## config.mk

```make
export PLATFORM = sky130hd
export DESIGN_NAME = gpio_in_filter
export DESIGN_NICKNAME = d
export VERILOG_FILES = /design/src/rtl/gpio_pkg.sv /design/src/rtl/gpio_in_chan.sv /design/src/rtl/gpio_in_filter.sv
export SDC_FILE = /design/constraint.sdc
export NUM_CORES = 1
export LEC_CHECK = 0
export BUFFER_PORTS_ARGS = -buffer_cell sky130_fd_sc_hd__buf_2
export CAP_MARGIN = 10
export CORE_MARGIN = 3
export CORE_UTILIZATION = 60
export CTS_CLUSTER_DIAMETER = 50
export DETAILED_ROUTE_END_ITERATION = 6
export PLACE_DENSITY = 0.81
export SLEW_MARGIN = 25
export SYNTH_ARGS = -nofsm -noshare
export SYNTH_HDL_FRONTEND = slang
export SYNTH_SLANG_ARGS = --single-unit
```

## constraint.sdc

```tcl
create_clock -name clk -period 2.2 [get_ports clk]
set_input_delay 0.33 -clock clk [delete_from_list [all_inputs] [get_ports clk]]
set_output_delay 0.33 -clock clk [all_outputs]
set_load 0.02 [all_outputs]
```

## src/rtl/gpio_pkg.sv

```systemverilog
`default_nettype none
// +----------------------------------------------------------------------------+
// | gpio_pkg : shared types and helpers for the GPIO input conditioning path   |
// | Rev 1.0                                                                    |
// +----------------------------------------------------------------------------+
package gpio_pkg;

  typedef enum logic [1:0] {
    MODE_RISE  = 2'b00,
    MODE_FALL  = 2'b01,
    MODE_BOTH  = 2'b10,
    MODE_LEVEL = 2'b11
  } irq_mode_e;

  function automatic logic mode_event(
    input irq_mode_e mode,
    input logic      rise,
    input logic      fall,
    input logic      level
  );
    logic hit;
    hit = 1'b0;
    case (mode)
      MODE_RISE:  hit = rise;
      MODE_FALL:  hit = fall;
      MODE_BOTH:  hit = rise | fall;
      MODE_LEVEL: hit = level;
    endcase
    return hit;
  endfunction

endpackage
`default_nettype wire

```

## src/rtl/gpio_in_chan.sv

```systemverilog
`default_nettype none
// +----------------------------------------------------------------------------+
// | gpio_in_chan : one pin - synchroniser, enable settle, debounce, event      |
// | Rev 1.0                                                                    |
// +----------------------------------------------------------------------------+
module gpio_in_chan
  import gpio_pkg::*;
#(
  parameter int SYNC_STAGES = 2,
  parameter int DEB_W       = 8
) (
  input  logic             clk,
  input  logic             rst_n,
  input  logic             pin_en,
  input  logic             input_val,
  input  logic [DEB_W-1:0] deb_limit,
  input  logic [1:0]       irq_mode,
  output logic             pin_state,
  output logic             evt
);

  localparam int SETTLE_LEN = SYNC_STAGES + 1;
  localparam int SETTLE_W   = $clog2(SETTLE_LEN + 1);
  localparam logic [SETTLE_W-1:0] SETTLE_DONE = SETTLE_W'(SETTLE_LEN);
  localparam logic [DEB_W-1:0]    CNT_MAX     = '1;

  logic [SYNC_STAGES-1:0] sync_q, sync_d;
  logic [SETTLE_W-1:0]    settle_q, settle_d;
  logic [DEB_W-1:0]       cnt_q, cnt_d;
  logic                   pin_state_q, pin_state_d;
  logic                   prev_q, prev_d;
  logic                   sync_out;
  logic                   settled;
  logic                   rise, fall, level;

  assign sync_out = sync_q[SYNC_STAGES-1];
  assign settled  = pin_en && (settle_q == SETTLE_DONE);

  always_comb begin
    sync_d      = '0;
    settle_d    = '0;
    cnt_d       = '0;
    pin_state_d = 1'b0;
    prev_d      = 1'b0;
    if (pin_en) begin
      sync_d = {sync_q[SYNC_STAGES-2:0], input_val};
      if (!settled) begin
        // Follow the synchroniser directly and keep prev in step so no edge is seen.
        settle_d    = settle_q + 1'b1;
        pin_state_d = sync_out;
        prev_d      = sync_out;
      end else begin
        settle_d    = settle_q;
        prev_d      = pin_state_q;
        pin_state_d = pin_state_q;
        if (sync_out != pin_state_q) begin
          if (cnt_q >= deb_limit) begin
            pin_state_d = sync_out;
          end else if (cnt_q != CNT_MAX) begin
            cnt_d = cnt_q + 1'b1;
          end else begin
            cnt_d = cnt_q;
          end
        end
      end
    end
  end

  always_ff @(posedge clk or negedge rst_n) begin
    if (!rst_n) begin
      sync_q      <= '0;
      settle_q    <= '0;
      cnt_q       <= '0;
      pin_state_q <= 1'b0;
      prev_q      <= 1'b0;
    end else begin
      sync_q      <= sync_d;
      settle_q    <= settle_d;
      cnt_q       <= cnt_d;
      pin_state_q <= pin_state_d;
      prev_q      <= prev_d;
    end
  end

  assign rise  = settled &  pin_state_q & ~prev_q;
  assign fall  = settled & ~pin_state_q &  prev_q;
  assign level = settled &  pin_state_q;

  assign evt       = mode_event(irq_mode_e'(irq_mode), rise, fall, level);
  assign pin_state = pin_state_q;

endmodule
`default_nettype wire

```

## src/rtl/gpio_in_filter.sv

```systemverilog
`default_nettype none
// +----------------------------------------------------------------------------+
// | gpio_in_filter : N-pin input conditioning with sticky interrupt pending    |
// | Rev 1.0                                                                    |
// +----------------------------------------------------------------------------+
module gpio_in_filter
  import gpio_pkg::*;
#(
  parameter int N           = 8,
  parameter int SYNC_STAGES = 2,
  parameter int DEB_W       = 8
) (
  input  logic             clk,
  input  logic             rst_n,
  input  logic [N-1:0]     pin_en,
  output logic [N-1:0]     input_en,
  input  logic [N-1:0]     input_val,
  input  logic [DEB_W-1:0] deb_limit,
  input  logic [2*N-1:0]   irq_mode,
  input  logic [N-1:0]     irq_en,
  input  logic [N-1:0]     irq_clr,
  output logic [N-1:0]     pin_state,
  output logic [N-1:0]     irq_pend,
  output logic             irq
);

  logic [N-1:0] evt;
  logic [N-1:0] irq_pend_q, irq_pend_d;

  assign input_en = pin_en;

  for (genvar i = 0; i < N; i++) begin : g_chan
    gpio_in_chan #(
      .SYNC_STAGES (SYNC_STAGES),
      .DEB_W       (DEB_W)
    ) u_chan (
      .clk       (clk),
      .rst_n     (rst_n),
      .pin_en    (pin_en[i]),
      .input_val (input_val[i]),
      .deb_limit (deb_limit),
      .irq_mode  (irq_mode[2*i+1:2*i]),
      .pin_state (pin_state[i]),
      .evt       (evt[i])
    );
  end

  // A new event beats a coincident clear so it is never lost.
  always_comb begin
    irq_pend_d = (irq_pend_q & ~irq_clr) | (evt & irq_en);
  end

  always_ff @(posedge clk or negedge rst_n) begin
    if (!rst_n) begin
      irq_pend_q <= '0;
    end else begin
      irq_pend_q <= irq_pend_d;
    end
  end

  assign irq_pend = irq_pend_q;
  assign irq      = |(irq_pend_q & irq_en);

endmodule
`default_nettype wire

```

==> qor.yml, run 1 <==
status: "finished clean"
powerDensity_mw_per_mm2: 660
maxSlewHeadroom_pct: 66.6
path_class: "flop to flop"
rsz0062_at_grt: "no"
cpPeakStageDelay_ns: 0.45
setup_viol: 0
r2r-start: "g_chan[5].u_chan.cnt_q[2]"
portBuffers: 82
synth_area_sq_mm: 0.00745
wl_per_cell_microns: 16.3
cts_max_path_buffers: 2
hold_path_class: "primary input to flop"
drt_wl_total_mm: 16.5
io_pins: 83
critPathBufInv: 0
grt_pass1_wl_mm: 28.3
p_total_uw: 5670
gp_congestion: 0.851
async_flop_share_pct: 100
grt_max_degree: 52
cts_hold_buf: 1
cts_made_buffers: 17
antenna_cells: 0
synth_ff_type: "dfrtp_1"
cts_resized: 0
syn_nets: 886
drtIter0Drc: 356
path_cells: "ha_1 -> a211oi_1 -> o21ai_1 -> a211oi_2 -> nand4_2 -> nor3_2"
slowest_stage: "dfrtp_1"
clkTransAtPathRegs_ns: 0.05
dr.pass1.iters: 7
drive_gt1_share_pct: 17.9
synth-edff-count: 0
ir_worst_vdd_v: 0.000503
placedInstanceArea_sq_mm: 0.00801
core_sq_mm: 0.0121
dieArea_sq_mm: 0.0138
stdcell_area_sq_mm: 0.00860
via_per_inst: 5.83
syn_inst: 748
grt.total_usage_pct: 25.1
yosysSeqAreaShare_pct: 40.3
skew_ns: 0.00686
initial_core_util_pct: 61.8
power.leakage_uw: 0.00415
min_delay_worst_endpoint: "irq_pend[0]"
drc: 0
cts_root_buf: "clkbuf_16"
cp-start-kind: "flop"
ys_warn_count: 0
die_y_microns: 117
critPathMaxFanout: 8
vias: 5905
antenna_found_initial: 0
grt_use_met3_pct: 5.54
grt_pass1_vias: 6094
cts_tree: "built"
worst_r2r_endpoint: "g_chan[5].u_chan.cnt_q[6]"
rrSetupSlack_ns: 0.13
worstPathRequired_ns: 2.54
tightest_slew_ns: 0.501
clkSinkCount: 120
critical_path.top_delay_family: "compound AO/OA/AOI/OAI gates"
drv_cap: 0
use_met1_pct: 28.4
grt.overflow.total: 0
avgSynthCellArea_sq_um: 9.96
antenna_left: 0
critPathArrivalTime_ns: 2.41
synth_cell_types: 51
dpl.hpwl_mm: 12.1
cts_setup_buffers: 0
die_x_microns: 117
slew_viol_final: 0
finalCritPeriodShare_pct: 94.0
met2_usage_pct: 46.0
min_from: "irq_clr[0]"
end_kind: "flop"
ys_ff_latch: 120
final_nets: 969
hold_viol_final: 0
reg2reg_depth: 6
syn_to_final_growth_pct: 15.4
clock_latency_ns: 0.42
final_util_pct: 71.3
busiest_layer: "met2"
period_minus_slack_ns: 2.07
fmax_ghz: 0.484
htreeDepth: 4
worstHoldPathCells: 2
rows: 40
-- cells in the mapped netlist (2+ instances only) --
| master | instances | area share (%) |
|---|---|---|
| o21ai_0 | 31 | 2.1 |
| a31oi_1 | 8 | 0.67 |
| clkbuf_1 | 4 | 0.20 |
| nand4_4 | 2 | 0.57 |
| dfrtp_1 | 120 | 40 |
| xor2_1 | 28 | 3.3 |
| a221o_1 | 4 | 0.54 |
| xnor2_1 | 19 | 2.2 |
| and4b_1 | 3 | 0.40 |
| a211oi_1 | 7 | 0.71 |
| a22oi_1 | 4 | 0.40 |
| buf_2 | 6 | 0.40 |
| a21o_1 | 4 | 0.40 |
| nor3_2 | 6 | 0.81 |
| buf_4 | 16 | 1.6 |
| nand4_2 | 5 | 0.84 |
| a21oi_1 | 23 | 1.5 |
| inv_1 | 36 | 1.8 |
| nand4_1 | 13 | 1.1 |
| nand3_1 | 40 | 2.7 |
| nor3b_1 | 2 | 0.20 |
| o22ai_1 | 8 | 0.67 |
| a211oi_2 | 8 | 1.3 |
| nand3b_1 | 2 | 0.20 |
| ha_1 | 80 | 13 |
| and4_1 | 7 | 0.82 |
| nor3_1 | 8 | 0.54 |
| mux2i_1 | 36 | 4.8 |
| nor4_1 | 4 | 0.34 |
| and3_1 | 19 | 1.6 |
| nor2_1 | 74 | 3.7 |
| nand2_1 | 44 | 2.2 |
| o21a_1 | 5 | 0.50 |
| and2_1 | 25 | 2.1 |
| nor2b_1 | 27 | 2.3 |
| o21ai_1 | 5 | 0.34 |
-- flip-flops by register name, indices dropped and copies added (netlist names) --
| register | cells |
|---|---|
| g_chan.u_chan.pin_state | 8 |
| g_chan.u_chan.prev_q | 8 |
| g_chan.u_chan.cnt_q | 64 |
| g_chan.u_chan.settle_q | 16 |
| irq_pend | 8 |
| g_chan.u_chan.sync_q | 16 |
-- area by class of cell --
type	instances	area (sq um)
sequential	120	3000
inverter	36	135
fill	852	3470
clock inverter	8	67.6
multi-input combinational	565	4140
timing repair buffer	91	533
tap	168	210
clock buffer	24	512
-- worst max path at each step --
stage	startpoint	end	slack (ns)	depth (start not counted)
after CTS	g_chan[5].u_chan.cnt_q[5]	g_chan[5].u_chan.cnt_q[6]	0.17	6
after floorplan	deb_limit[2]	g_chan[7].u_chan.cnt_q[2]	0.42	7
final	g_chan[5].u_chan.cnt_q[2]	g_chan[5].u_chan.cnt_q[6]	0.13	6
after global routing	g_chan[5].u_chan.cnt_q[2]	g_chan[5].u_chan.cnt_q[6]	0.04	6
after global placement	deb_limit[5]	g_chan[3].u_chan.cnt_q[6]	0.05	8
after detailed placement	deb_limit[5]	g_chan[5].u_chan.cnt_q[6]	-0.07	8
-- cell families (layout without fill, tap and decap cells) --
| group | after synthesis | in the layout | share of synthesized area, % |
|---|---|---|---|
| muxes | 37 | 37 | 4.99 |
| xor gates and xnor gates | 47 | 47 | 5.53 |
| DFF | 120 | 120 | 40.3 |
| AOI/OAI and AO/OA | 112 | 112 | 10.2 |
| and+or+nand+nor | 289 | 289 | 21.3 |
| buffers and inverters | 63 | 159 | 4.18 |
| adders and majority gates | 80 | 80 | 13.4 |
-- layer usage --
metal,up-vias,wire length (microns)
li1,2835,-
met1,2915,6470
met2,121,8950
met3,34,622
met4,0,462
met5,-,0
-- report_power, final --
group	switching, uW	internal, uW	total, uW	leakage [uW]
Combinational	337	278	615	0.00221
Sequential	64.2	2300	2360	0.00164
Clock	974	1720	2690	0.000292
-- cells in the final DEF, fill, tap and decap left out, types with 27 or more instances in the layout --
| master | n |
|---|---|
| dfrtp_1 | 120 |
| nand3_1 | 40 |
| xor2_1 | 28 |
| nand2_1 | 44 |
| o21ai_0 | 31 |
| buf_2 | 81 |
| nor2_1 | 74 |
| mux2i_1 | 36 |
| ha_1 | 80 |
| inv_1 | 36 |
| nor2b_1 | 27 |
-- through the flow --
step | hold WS (ns) | setup slack [ns] | std cells | TNS, ns
after floorplan | 0.0344 | 0.418 | 748 | 0
after global placement | 0.326 | 0.0450 | 979 | 0
after detailed placement | 0.328 | -0.0738 | 979 | -0.187
after CTS | 0.0710 | 0.171 | 1012 | 0
after global routing | 0.0817 | 0.0382 | 1012 | 0
final | 0.0914 | 0.133 | 1012 | 0
-- worst register-to-register path, cell delays in order, from the launching register on --
cell	delay, ns
dfrtp_1	0.45
ha_1	0.33
a211oi_1	0.26
o21ai_1	0.17
a211oi_2	0.27
nand4_2	0.28
nor3_2	0.24
Note: power is estimated with default switching activity, not from simulation.
==> run 2, diff against run 1 <==
CORE_UTILIZATION = 35   (was 60)
PLACE_DENSITY = default   (was 0.81)
SETUP_SLACK_MARGIN = 0.02   (was default)
==> qor.yml, run 2 (synthesis results as in run 1) <==
fin_tns_setup_ns: 0
ir_worst_vdd_v: 0.000521
hold_ws_ns: 0.0898
regMostFlops: "g_chan.u_chan.cnt_q"
fillers: 2046
r2r-start: "g_chan[4].u_chan.cnt_q[2]"
rsz0062_at_grt: "no"
dr.pass1.iters: 4
dieArea_sq_mm: 0.0231
portBuffers: 82
via_per_inst: 4.93
cts_max_path_buffers: 2
maxSlewHeadroom_pct: 64.8
reg2reg_depth: 6
grt_max_degree: 63
finalCritPeriodShare_pct: 87.6
syn_to_final_growth_pct: 18.0
min_delay_worst_endpoint: "irq_pend[5]"
min_from: "irq_clr[5]"
clkSinkCount: 120
slew_viol_final: 0
die_x_microns: 152
dp.cells: 1087
clock_latency_ns: 0.41
antenna_left: 0
grt.total_usage_pct: 13.6
skew_ns: 0.00655
cts_tree: "built"
antenna_found_initial: 0
grt.overflow.total: 0
hold_path_class: "primary input to flop"
wl_per_cell_microns: 13.7
critPathArrivalTime_ns: 1.60
core_sq_mm: 0.0206
rows: 52
layout.cells.non_filler: 1120
largest_reg_flops: 64
layout_commonest_cell: "dfrtp_1"
final-seq-area_sq_mm: 0.00300
drive_gt1_share_pct: 18.1
io_pins: 83
fmax_ghz: 0.519
layout_common_cells: "dfrtp_1 (120), buf_2 (81), ha_1 (80)"
power.leakage_uw: 0.00417
cts_setup_buffers: 0
dpl.hpwl_mm: 11.1
initial_core_util_pct: 36.2
grt_pass1_wl_mm: 26.4
htreeDepth: 4
multiInputGateArea_sq_mm: 0.00414
reg.largest.list: "g_chan.u_chan.cnt_q: 64 flops, g_chan.u_chan.settle_q: 16 flops, g_chan.u_chan.sync_q: 16 flops"
cts_root_buf: "clkbuf_16"
clkTransAtPathRegs_ns: 0.06
hold_viol_final: 0
cp-start-kind: "flop"
drc: 0
worst_r2r_endpoint: "g_chan[4].u_chan.cnt_q[7]"
drv_cap: 0
die_y_microns: 152
status: "finished clean"
path_class: "flop to output port"
tightest_slew_ns: 0.528
rrSetupSlack_ns: 0.32
drtIter0Drc: 199
powerDensity_mw_per_mm2: 649
vias: 5521
worstPathRequired_ns: 1.87
worstHoldPathCells: 2
final_nets: 975
critPathMaxFanout: 3
gp_congestion: 0.785
period_minus_slack_ns: 1.93
setup_viol: 0
cts_made_buffers: 17
antenna_cells: 0
p_total_uw: 5700
grt_pass1_vias: 5444
drt_wl_total_mm: 15.3
end_kind: "output port"
## run 2: changes by cell type in the layout (fill, tap and decap cells not counted), moves of 2 or more
cell,before,now
buf_4,5,9
clkbuf_8,6,3
buf_12,4,6
clkinv_2,6,4
clkbuf_1,1,4
## run 2: metal layers
metal	vias up	global-route usage, %	wire [microns]
met2	56	22.8	7500
li1	2832	-	-
met3	13	3.19	416
met5	-	0	0
met4	0	3.51	154
met1	2620	17.9	7240
## run 2: how the worst max path moves through the flow
stage,cells after the start,from,to,slack (ns)
after floorplan,7,deb_limit[2],g_chan[7].u_chan.cnt_q[2],0.42
after global placement,9,deb_limit[2],g_chan[4].u_chan.cnt_q[7],0.09
after detailed placement,9,deb_limit[2],g_chan[6].u_chan.cnt_q[4],0.09
after CTS,3,irq_pend[5],irq,0.16
after global routing,6,g_chan[4].u_chan.cnt_q[2],g_chan[4].u_chan.cnt_q[4],0.12
final,3,irq_pend[5],irq,0.27
## run 2: cell type report
| class | count | share of cell area, % |
|---|---|---|
| Multi-Input combinational cell | 565 | 47.0 |
| Timing Repair Buffer | 97 | 6.86 |
| Inverter | 36 | 1.54 |
| Clock inverter | 8 | 1.08 |
| Clock buffer | 24 | 5.48 |
| Sequential cell | 120 | 34.2 |
| Tap cell | 270 | 3.84 |
## run 2: power by group
group / internal [uW] / total (uW) / leakage (uW) / switching, uW
Sequential: 2300 / 2360 / 0.00164 / 59.8
Combinational: 279 / 602 / 0.00225 / 322
Clock: 1750 / 2740 / 0.000280 / 996
Total: 4330 / 5700 / 0.00417 / 1380
## run 2: critical path, stage by stage (launching register included)
cell	delay (ns)
dfrtp_1	0.39
a22oi_1	0.46
nand4_1	0.14
buf_2	0.19
## run 2: metrics by stage
step	instance area, sq um	utilization [%]	setup slack [ns]
floorplan	7450	-	0.418
global placement	8200	39.9	0.0931
detailed placement	8200	39.9	0.0913
CTS	8790	42.8	0.164
global route	8790	42.8	0.123
finish	8790	42.8	0.272
## run 2: repair_timing
action / CTS / global route
resized for setup: 0 / 0
hold buffers: 1 / 0
hold endpoints to repair: 120 / 0
==> run 3, diff against run 2 <==
PLACE_DENSITY_LB_ADDON = 0.15   (was default)
==> qor.yml, run 3 (synthesis results as in run 1) <==
status: "finished clean"
syn_to_final_growth_pct: 18.0
ir_worst_vdd_v: 0.000477
hold_viol_final: 0
antenna_cells: 0
hold_path_class: "primary input to flop"
layout_commonest_cell: "dfrtp_1"
regMostFlops: "g_chan.u_chan.cnt_q"
final_nets: 975
drt_wl_total_mm: 15.5
drtIter0Drc: 191
powerDensity_mw_per_mm2: 653
maxSlewHeadroom_pct: 66.3
power.leakage_uw: 0.00417
dr.pass1.iters: 4
via_per_inst: 4.90
clkSinkCount: 120
vias: 5477
finalCritPeriodShare_pct: 88.1
largest_reg_flops: 64
grt_pass1_wl_mm: 26.4
cts_resized: 0
worstPathRequired_ns: 2.52
io_pins: 83
antenna_found_initial: 0
grt.overflow.total: 0
period_minus_slack_ns: 1.94
slew_viol_final: 0
final_util_pct: 42.8
gp_congestion: 0.744
critPathArrivalTime_ns: 2.26
cp-start-kind: "flop"
die_x_microns: 152
critical_path.most_common_cell: "a211oi_2"
skew_ns: 0.0126
wl_per_cell_microns: 13.8
grt.total_usage_pct: 13.8
end_kind: "flop"
path_class: "flop to flop"
fin_tns_setup_ns: 0
setup_viol: 0
grt_max_degree: 40
dieArea_sq_mm: 0.0231
drv_cap: 0
die_y_microns: 152
clock_latency_ns: 0.42
cts_made_buffers: 17
core_sq_mm: 0.0206
cts_tree: "built"
slowest_stage: "dfrtp_1"
drc: 0
cpPeakStageDelay_ns: 0.42
dpl.hpwl_mm: 11.2
antenna_left: 0
layout_common_cells: "dfrtp_1 (120), buf_2 (81), ha_1 (80)"
grt_pass1_vias: 5370
path_cells: "ha_1 -> a211oi_2 -> nor2_1 -> a211oi_2 -> nand4_2 -> nor3_1"
portBuffers: 82
hold_ws_ns: 0.0893
initial_core_util_pct: 36.2
htreeDepth: 4
reg.largest.list: "g_chan.u_chan.cnt_q: 64 flops, g_chan.u_chan.settle_q: 16 flops, g_chan.u_chan.sync_q: 16 flops"
fmax_ghz: 0.516
drive_gt1_share_pct: 18.3
tightest_slew_ns: 0.504
rsz0062_at_grt: "no"
clkTransAtPathRegs_ns: 0.05
cts_root_buf: "clkbuf_16"
cts_max_path_buffers: 2
critPathMaxFanout: 8
rows: 52
[run 3: path summary, 6_finish.rpt]
check	startpoint	endpoint	slack, ns	cells past startpoint
worst min register to register	g_chan[3].u_chan.sync_q[0]	g_chan[3].u_chan.sync_q[1]	0.45	1
max in group asynchronous	rst_n	g_chan[3].u_chan.settle_q[0]	1.27	3
worst max-delay path	g_chan[3].u_chan.cnt_q[5]	g_chan[3].u_chan.cnt_q[6]	0.26	6
min in group asynchronous	rst_n	g_chan[1].u_chan.prev_q	0.35	2
worst min-delay path	irq_clr[2]	irq_pend[2]	0.09	2
worst max register to register	g_chan[3].u_chan.cnt_q[5]	g_chan[3].u_chan.cnt_q[6]	0.26	6
[run 3: where the power goes]
| group | total [uW] | switching (uW) | internal (uW) | leakage (uW) |
|---|---|---|---|---|
| Sequential | 2360 | 58.3 | 2300 | 0.00164 |
| Combinational | 600 | 322 | 278 | 0.00224 |
| Clock | 2780 | 985 | 1800 | 0.000283 |
[run 3: metrics by stage]
stage | worst slack [ns] | instances | area (sq um) | power [uW]
global route | 0.109 | 1118 | 8790 | 6040
finish | 0.261 | 1118 | 8790 | 5740
CTS | 0.205 | 1118 | 8790 | 5850
global placement | -0.0883 | 1087 | 8190 | 3000
detailed placement | -0.132 | 1087 | 8190 | 3010
floorplan | 0.418 | 748 | 7450 | 2770
[run 3: final cells by class]
| type | count | area [sq um] |
|---|---|---|
| clock inverter | 7 | 92.6 |
| timing repair buffer | 97 | 591 |
| fill | 2072 | 11800 |
| multi-input combinational | 565 | 4140 |
| inverter | 36 | 135 |
| tap | 270 | 338 |
| sequential | 120 | 3000 |
| clock buffer | 23 | 498 |
[run 3: layer usage]
metal | up-vias | GRT usage, % | wire length, microns | part of all wire (%)
li1 | 2822 | - | - | -
met1 | 2601 | 18.7 | 7620 | 49
met2 | 43 | 22.3 | 7360 | 48
met3 | 11 | 3.10 | 348 | 2.3
met4 | 0 | 3.60 | 133 | 0.86
met5 | - | 0 | 0 | 0
[run 3: repair_timing]
item,CTS,global route
hold buffers,1,0
setup buffers,0,0
hold endpoints to repair,14,0
[run 3: worst max-delay path, delay by kind of cell (launching register included)]
family,cells,cell delay (ns)
adder cells (fa/ha/maj),1,0.33
flip-flops,1,0.42
AO/OA/AOI/OAI,2,0.46
AND/OR/NAND/NOR,3,0.65
